--- src/rtl/interrupt_dispatch.sv ---
// Interrupt controller: IF/IE/IME registers and the 5-M-cycle dispatch sequence.
// Optional macro DISPATCH_CANCEL_QUIRK_EN re-samples the pending set after the PCH push.
module interrupt_dispatch #(
    parameter int          NUM_IRQ     = 5,
    parameter logic [15:0] VECTOR_BASE = 16'h0040
) (
    input  logic               i_Clk,
    input  logic               i_Reset_n,
    input  logic               i_M_Cycle_En,
    input  logic [NUM_IRQ-1:0] i_Irq_Req,
    input  logic               i_Reg_Wr,
    input  logic [15:0]        i_Reg_Addr,
    input  logic [7:0]         i_Reg_Wdata,
    output logic [7:0]         o_Reg_Rdata,
    input  logic               i_Instr_Bound,
    input  logic               i_Ei,
    input  logic               i_Di,
    input  logic               i_Reti,
    output logic               o_Wake,
    output logic               o_Busy,
    output logic               o_Push_Hi,
    output logic               o_Push_Lo,
    output logic               o_Load_Pc,
    output logic [15:0]        o_Vector
);

    localparam logic [15:0] ADDR_IF = 16'hFF0F;
    localparam logic [15:0] ADDR_IE = 16'hFFFF;

    typedef enum logic [2:0] {
        S_IDLE, S_WAIT1, S_WAIT2, S_PUSH_HI, S_PUSH_LO, S_JUMP
    } state_e;

    state_e             state_q, state_d;
    logic [NUM_IRQ-1:0] if_q, if_d, if_clear, pending;
    logic [7:0]         ie_q, ie_d;
    logic               ime_q, ime_d, ei_pend_q, ei_pend_d;
    logic [2:0]         idx_q, idx_d;
    logic               cancel;

    // Lowest set bit wins: scanning downward leaves the lowest index last.
    function automatic logic [2:0] lowest_idx(input logic [NUM_IRQ-1:0] p);
        logic [2:0] r;
        r = '0;
        for (int i = NUM_IRQ - 1; i >= 0; i--) begin
            if (p[i]) r = 3'(i);
        end
        return r;
    endfunction

    assign pending = ie_q[NUM_IRQ-1:0] & if_q;

    // NOTE: every always_comb output gets a default first so no latch is inferred.
    always_comb begin
        if_clear = '0;
        if (i_M_Cycle_En && state_q == S_JUMP && !cancel) begin
            if_clear = NUM_IRQ'(1) << idx_q;
        end
        if_d = if_q;
        if (i_Reg_Wr && i_Reg_Addr == ADDR_IF) if_d = i_Reg_Wdata[NUM_IRQ-1:0];
        if_d = (if_d & ~if_clear) | i_Irq_Req;
        ie_d = ie_q;
        if (i_Reg_Wr && i_Reg_Addr == ADDR_IE) ie_d = i_Reg_Wdata;
    end

`ifdef DISPATCH_CANCEL_QUIRK_EN
    logic               cancel_q, cancel_d;
    logic [NUM_IRQ-1:0] pending_now;
    assign cancel      = cancel_q;
    // Includes a bus write landing in the same clock as the PUSH_HI boundary.
    assign pending_now = ie_d[NUM_IRQ-1:0] & if_d;
`else
    assign cancel = 1'b0;
`endif

    always_comb begin
        state_d   = state_q;
        idx_d     = idx_q;
        ime_d     = ime_q;
        ei_pend_d = ei_pend_q;
`ifdef DISPATCH_CANCEL_QUIRK_EN
        cancel_d  = cancel_q;
`endif
        if (i_M_Cycle_En) begin
            if (ei_pend_q && i_Instr_Bound) begin
                ime_d     = 1'b1;
                ei_pend_d = 1'b0;
            end
            if (i_Ei)   ei_pend_d = 1'b1;
            if (i_Reti) ime_d     = 1'b1;
            case (state_q)
                S_IDLE: begin
                    if (i_Instr_Bound && ime_q && |pending) begin
                        state_d = S_WAIT1;
                        idx_d   = lowest_idx(pending);
                        ime_d   = 1'b0;
                    end
                end
                S_WAIT1:   state_d = S_WAIT2;
                S_WAIT2:   state_d = S_PUSH_HI;
                S_PUSH_HI: begin
                    state_d = S_PUSH_LO;
`ifdef DISPATCH_CANCEL_QUIRK_EN
                    idx_d    = lowest_idx(pending_now);
                    cancel_d = ~|pending_now;
`endif
                end
                S_PUSH_LO: state_d = S_JUMP;
                S_JUMP:    state_d = S_IDLE;
                default:   state_d = S_IDLE;
            endcase
            if (i_Di) begin
                ime_d     = 1'b0;
                ei_pend_d = 1'b0;
            end
        end
    end

    // NOTE: sequential state uses non-blocking assignments so all flops update together.
    always_ff @(posedge i_Clk or negedge i_Reset_n) begin
        if (!i_Reset_n) begin
            state_q   <= S_IDLE;
            if_q      <= '0;
            ie_q      <= '0;
            ime_q     <= 1'b0;
            ei_pend_q <= 1'b0;
            idx_q     <= '0;
`ifdef DISPATCH_CANCEL_QUIRK_EN
            cancel_q  <= 1'b0;
`endif
        end else begin
            state_q   <= state_d;
            if_q      <= if_d;
            ie_q      <= ie_d;
            ime_q     <= ime_d;
            ei_pend_q <= ei_pend_d;
            idx_q     <= idx_d;
`ifdef DISPATCH_CANCEL_QUIRK_EN
            cancel_q  <= cancel_d;
`endif
        end
    end

    always_comb begin
        o_Busy    = (state_q != S_IDLE);
        o_Push_Hi = (state_q == S_PUSH_HI);
        o_Push_Lo = (state_q == S_PUSH_LO);
        o_Load_Pc = (state_q == S_JUMP);
        o_Vector  = '0;
        if (o_Load_Pc && !cancel) o_Vector = VECTOR_BASE + {10'd0, idx_q, 3'b000};
        o_Wake    = |pending;
        o_Reg_Rdata = 8'h00;
        if (i_Reg_Addr == ADDR_IF)      o_Reg_Rdata = {{(8 - NUM_IRQ){1'b1}}, if_q};
        else if (i_Reg_Addr == ADDR_IE) o_Reg_Rdata = ie_q;
    end

endmodule

--- config.mk ---
export PLATFORM = sky130hd
export DESIGN_NAME = interrupt_dispatch
export DESIGN_NICKNAME = d
export VERILOG_FILES = /design/src/rtl/interrupt_dispatch.sv
export SDC_FILE = /design/constraint.sdc
export NUM_CORES = 1
export LEC_CHECK = 0
export ABC_CLOCK_PERIOD_IN_PS = 1600
export CAP_MARGIN = 10
export CORE_MARGIN = 2
export CORE_UTILIZATION = 37
export CTS_CLUSTER_SIZE = 20
export DETAILED_ROUTE_END_ITERATION = 10
export PLACE_DENSITY = 0.78
export SKIP_LAST_GASP = 1
export SYNTH_ARGS = -nofsm -noshare
export SYNTH_HDL_FRONTEND = slang
export SYNTH_SLANG_ARGS = --single-unit
export TNS_END_PERCENT = 100
--- constraint.sdc ---
create_clock -name i_Clk -period 1.6 [get_ports i_Clk]
set_input_delay 0.32 -clock i_Clk [delete_from_list [all_inputs] [get_ports i_Clk]]
set_output_delay 0.32 -clock i_Clk [all_outputs]
set_load 0.01 [all_outputs]
==> impl_metrics.tcl <==
set metrics [dict create \
    status "complete, but fails checks" \
    violations "negative setup slack" \
    instances_no_fill 285 \
    setup_slack_ps -359 \
    numCtsBuffers 3 \
    clock_latency_ps 270 \
    min_period_ps 1960 \
    required_ps 1280 \
    grt.total_usage_pct 21.6 \
    dieArea_mm2 0.00435 \
    ys_ff_latch 21 \
    place_ws_ps -1080 \
    met3_length_um 103 \
    synth-edff-count 0 \
    clock-sinks 21 \
    cp_max_fo 3 \
    drt-total-wl_um 4470 \
    cp_data_arrival_time_ps 1640 \
    synth_common_cells "dfrtp_1 (21), buf_4 (13), nand2_1 (12), mux2_2 (9), nand4_1 (7)" \
    start_util_pct 38.8 \
    endpoint_kind "primary output" \
    antenna_left 0 \
    grt_first_pass_wirelength_um 7180 \
    vias 1470 \
    rsz0062_at_grt "true" \
    cts_tree "built" \
    synth_top_area_share_pct 37.0 \
    drt_iter0_markers 44 \
    seq_area_frac_synth_pct 37.0 \
    cts.clk_slew.worst_paths_ps 90 \
    grt_overflow_total 0 \
    clock_power_share_pct 19.2 \
    grt_pass1_vias 1536 \
    p_int_mw 1.30 \
    synthFlopType "dfrtp_1" \
    fmax_ghz 0.510 \
    die_h_um 65.9 \
    grt_max_degree 22 \
    ctsHoldBuffers 0 \
    combPwrFrac_pct 48.2 \
    p_sw_share_pct 32.9 \
    layout.nets 275 \
    met2WireLength_um 2350 \
    routabilityCongestion 0.803 \
    holdWs_ps 382 \
    finalClockSkew_ps 6.68 \
    finalCritPeriodShare_pct 122 \
    clk_path_buf_depth 2 \
    synthDistinctLibCells 41 \
    crit_type "input pin to primary output" \
    r2r_cells 6 \
    setup_tns_ps -2520 \
    drc_errors 0 \
    cp_slowest_cell "or4_4" \
    start_kind "input pin" \
    drive_gt1_share_pct 52.7 \
    clock-root-buffer "clkbuf_8" \
    hp-class "input pin to asynchronous set/reset pin" \
    path_common_cell "buf_6" \
    synth.most_common_cell "dfrtp_1" \
    p_leak_nw 1.18 \
    grt_antenna_before_repair 0 \
    cap_violations 0 \
    place_hpwl_um 2990 \
    syn_to_final_growth_pct 71.1 \
    ys_warn_count 0 \
    hold_viol_final 0 \
    via_per_inst 5.16 \
    synthArstFlopShare_pct 100 \
    synth_top_cell_by_area "dfrtp_1" \
    r2r-start "if_q[0]$_DFF_PN0_" \
    syn_inst 137 \
    first_pass_iters 4 \
    netlist_area_mm2 0.00142 \
    fp.coreArea_mm2 0.00366 \
    cts_max_level 1 \
    syn_area_per_cell_um2 10.4 \
    rows 22 \
    port_buffers 53 \
    wl_per_cell_um 15.7 \
    report.final.setup_viol 10 \
    critPathMaxStageDelay_ps 540 \
    finalPower_mw 1.94 \
    slew_violations 0 \
    synth_area_leaders "dfrtp_1 (37%), mux2_2 (7.1%), buf_4 (6.9%)" \
    switchingPower_uw 640 \
    fp.dieW_um 65.9 \
    powerDensity_mw_per_mm2 800 \
    io_pins 66 \
    cp-startpoint "i_Reg_Addr[7]" \
    dp.cells 264 \
    crit_chain "buf_6 > or4_4 > nor4_4 > buf_6 > buf_6 > a22o_1 > buf_2" \
    pwr-share-seq_pct 32.6 \
    dr.max_layer_used "met4" \
    met1_length_um 1950 \
    ir_worst_vdd_mv 0.645 \
    diodes 0 \
]
## registers in the layout, indices dropped and copies added, names as in the netlist
name,cells
ei_pend_q,1
idx_q,3
ie_q,8
if_q,5
ime_q,1
state_q,3
## final timing paths
check / to / slack, ps
hold reg to reg: ie_q[6]$_DFFE_PN0P_ / 540
setup / recovery: o_Reg_Rdata[2] / -360
hold / removal: idx_q[1]$_DFFE_PN0P_ / 380
setup reg to reg: state_q[0]$_DFFE_PN0P_ / -40
max in group asynchronous: state_q[1]$_DFFE_PN0P_ / 980
min in group i_Clk: ie_q[6]$_DFFE_PN0P_ / 540
## layout make-up
class,count,area (um2)
Fill cell,307,1230
Multi-Input combinational cell,105,898
Timing Repair Buffer,103,877
Sequential cell,21,531
Tap cell,48,60.1
Clock buffer,3,41.3
Inverter,4,15.0
Clock inverter,1,5.00
## cells in the final DEF (no fill, tap or decap), types with 6 or more instances in the layout
cell and n:
a31oi_1 6, buf_2 13, buf_4 37, buf_6 24, clkdlybuf4s50_1 20, conb_1 12
dfrtp_1 17, mux2_2 9, nand2_1 11, nand4_1 7
## critical path: cells and delay by family
family / cells / cell delay, ps
AOI/OAI and AO/OA: 1 / 140
buffers and inverters: 4 / 470
and+or+nand+nor: 2 / 700
## logic make-up after synthesis
kind of cell / after synthesis / synth area share (%)
other: 1 / 0.264
AND/OR/NAND/NOR: 47 / 25.5
buffers and inverters: 22 / 9.35
multiplexers: 12 / 10.3
flip-flops: 21 / 37.0
AO/OA/AOI/OAI: 34 / 17.5
## repair_timing
| item | CTS | global route |
|---|---|---|
| pin swaps | 12 | 15 |
| gates resized for setup | 125 | 44 |
| buffers inserted | 12 | 7 |
| endpoints found under the setup margin | 30 | 29 |
| gates cloned | 1 | 0 |
## per-stage QoR
step	util [%]	area, um2
after floorplan	-	1460
after global placement	59.6	2180
after detailed placement	59.6	2180
after CTS	64.3	2350
after global routing	66.3	2430
final	66.3	2430
## power groups by stage
stage	sequential [mW]	combinational, mW	clock [mW]
2_1_floorplan	0.600	0.324	0
3_3_place_gp	0.664	0.577	0
3_5_place_dp	0.666	0.589	0
4_1_cts	0.629	0.801	0.367
5_1_grt	0.637	1.00	0.386
6_report	0.633	0.937	0.372
## per-layer routing
layer / vias up / global-route usage (%)
li1: 700 / -
met1: 733 / 27.0
met2: 31 / 38.8
met3: 6 / 2.21
met4: 0 / 6.77
met5: - / 0
Power figures use the tool's default switching activity.
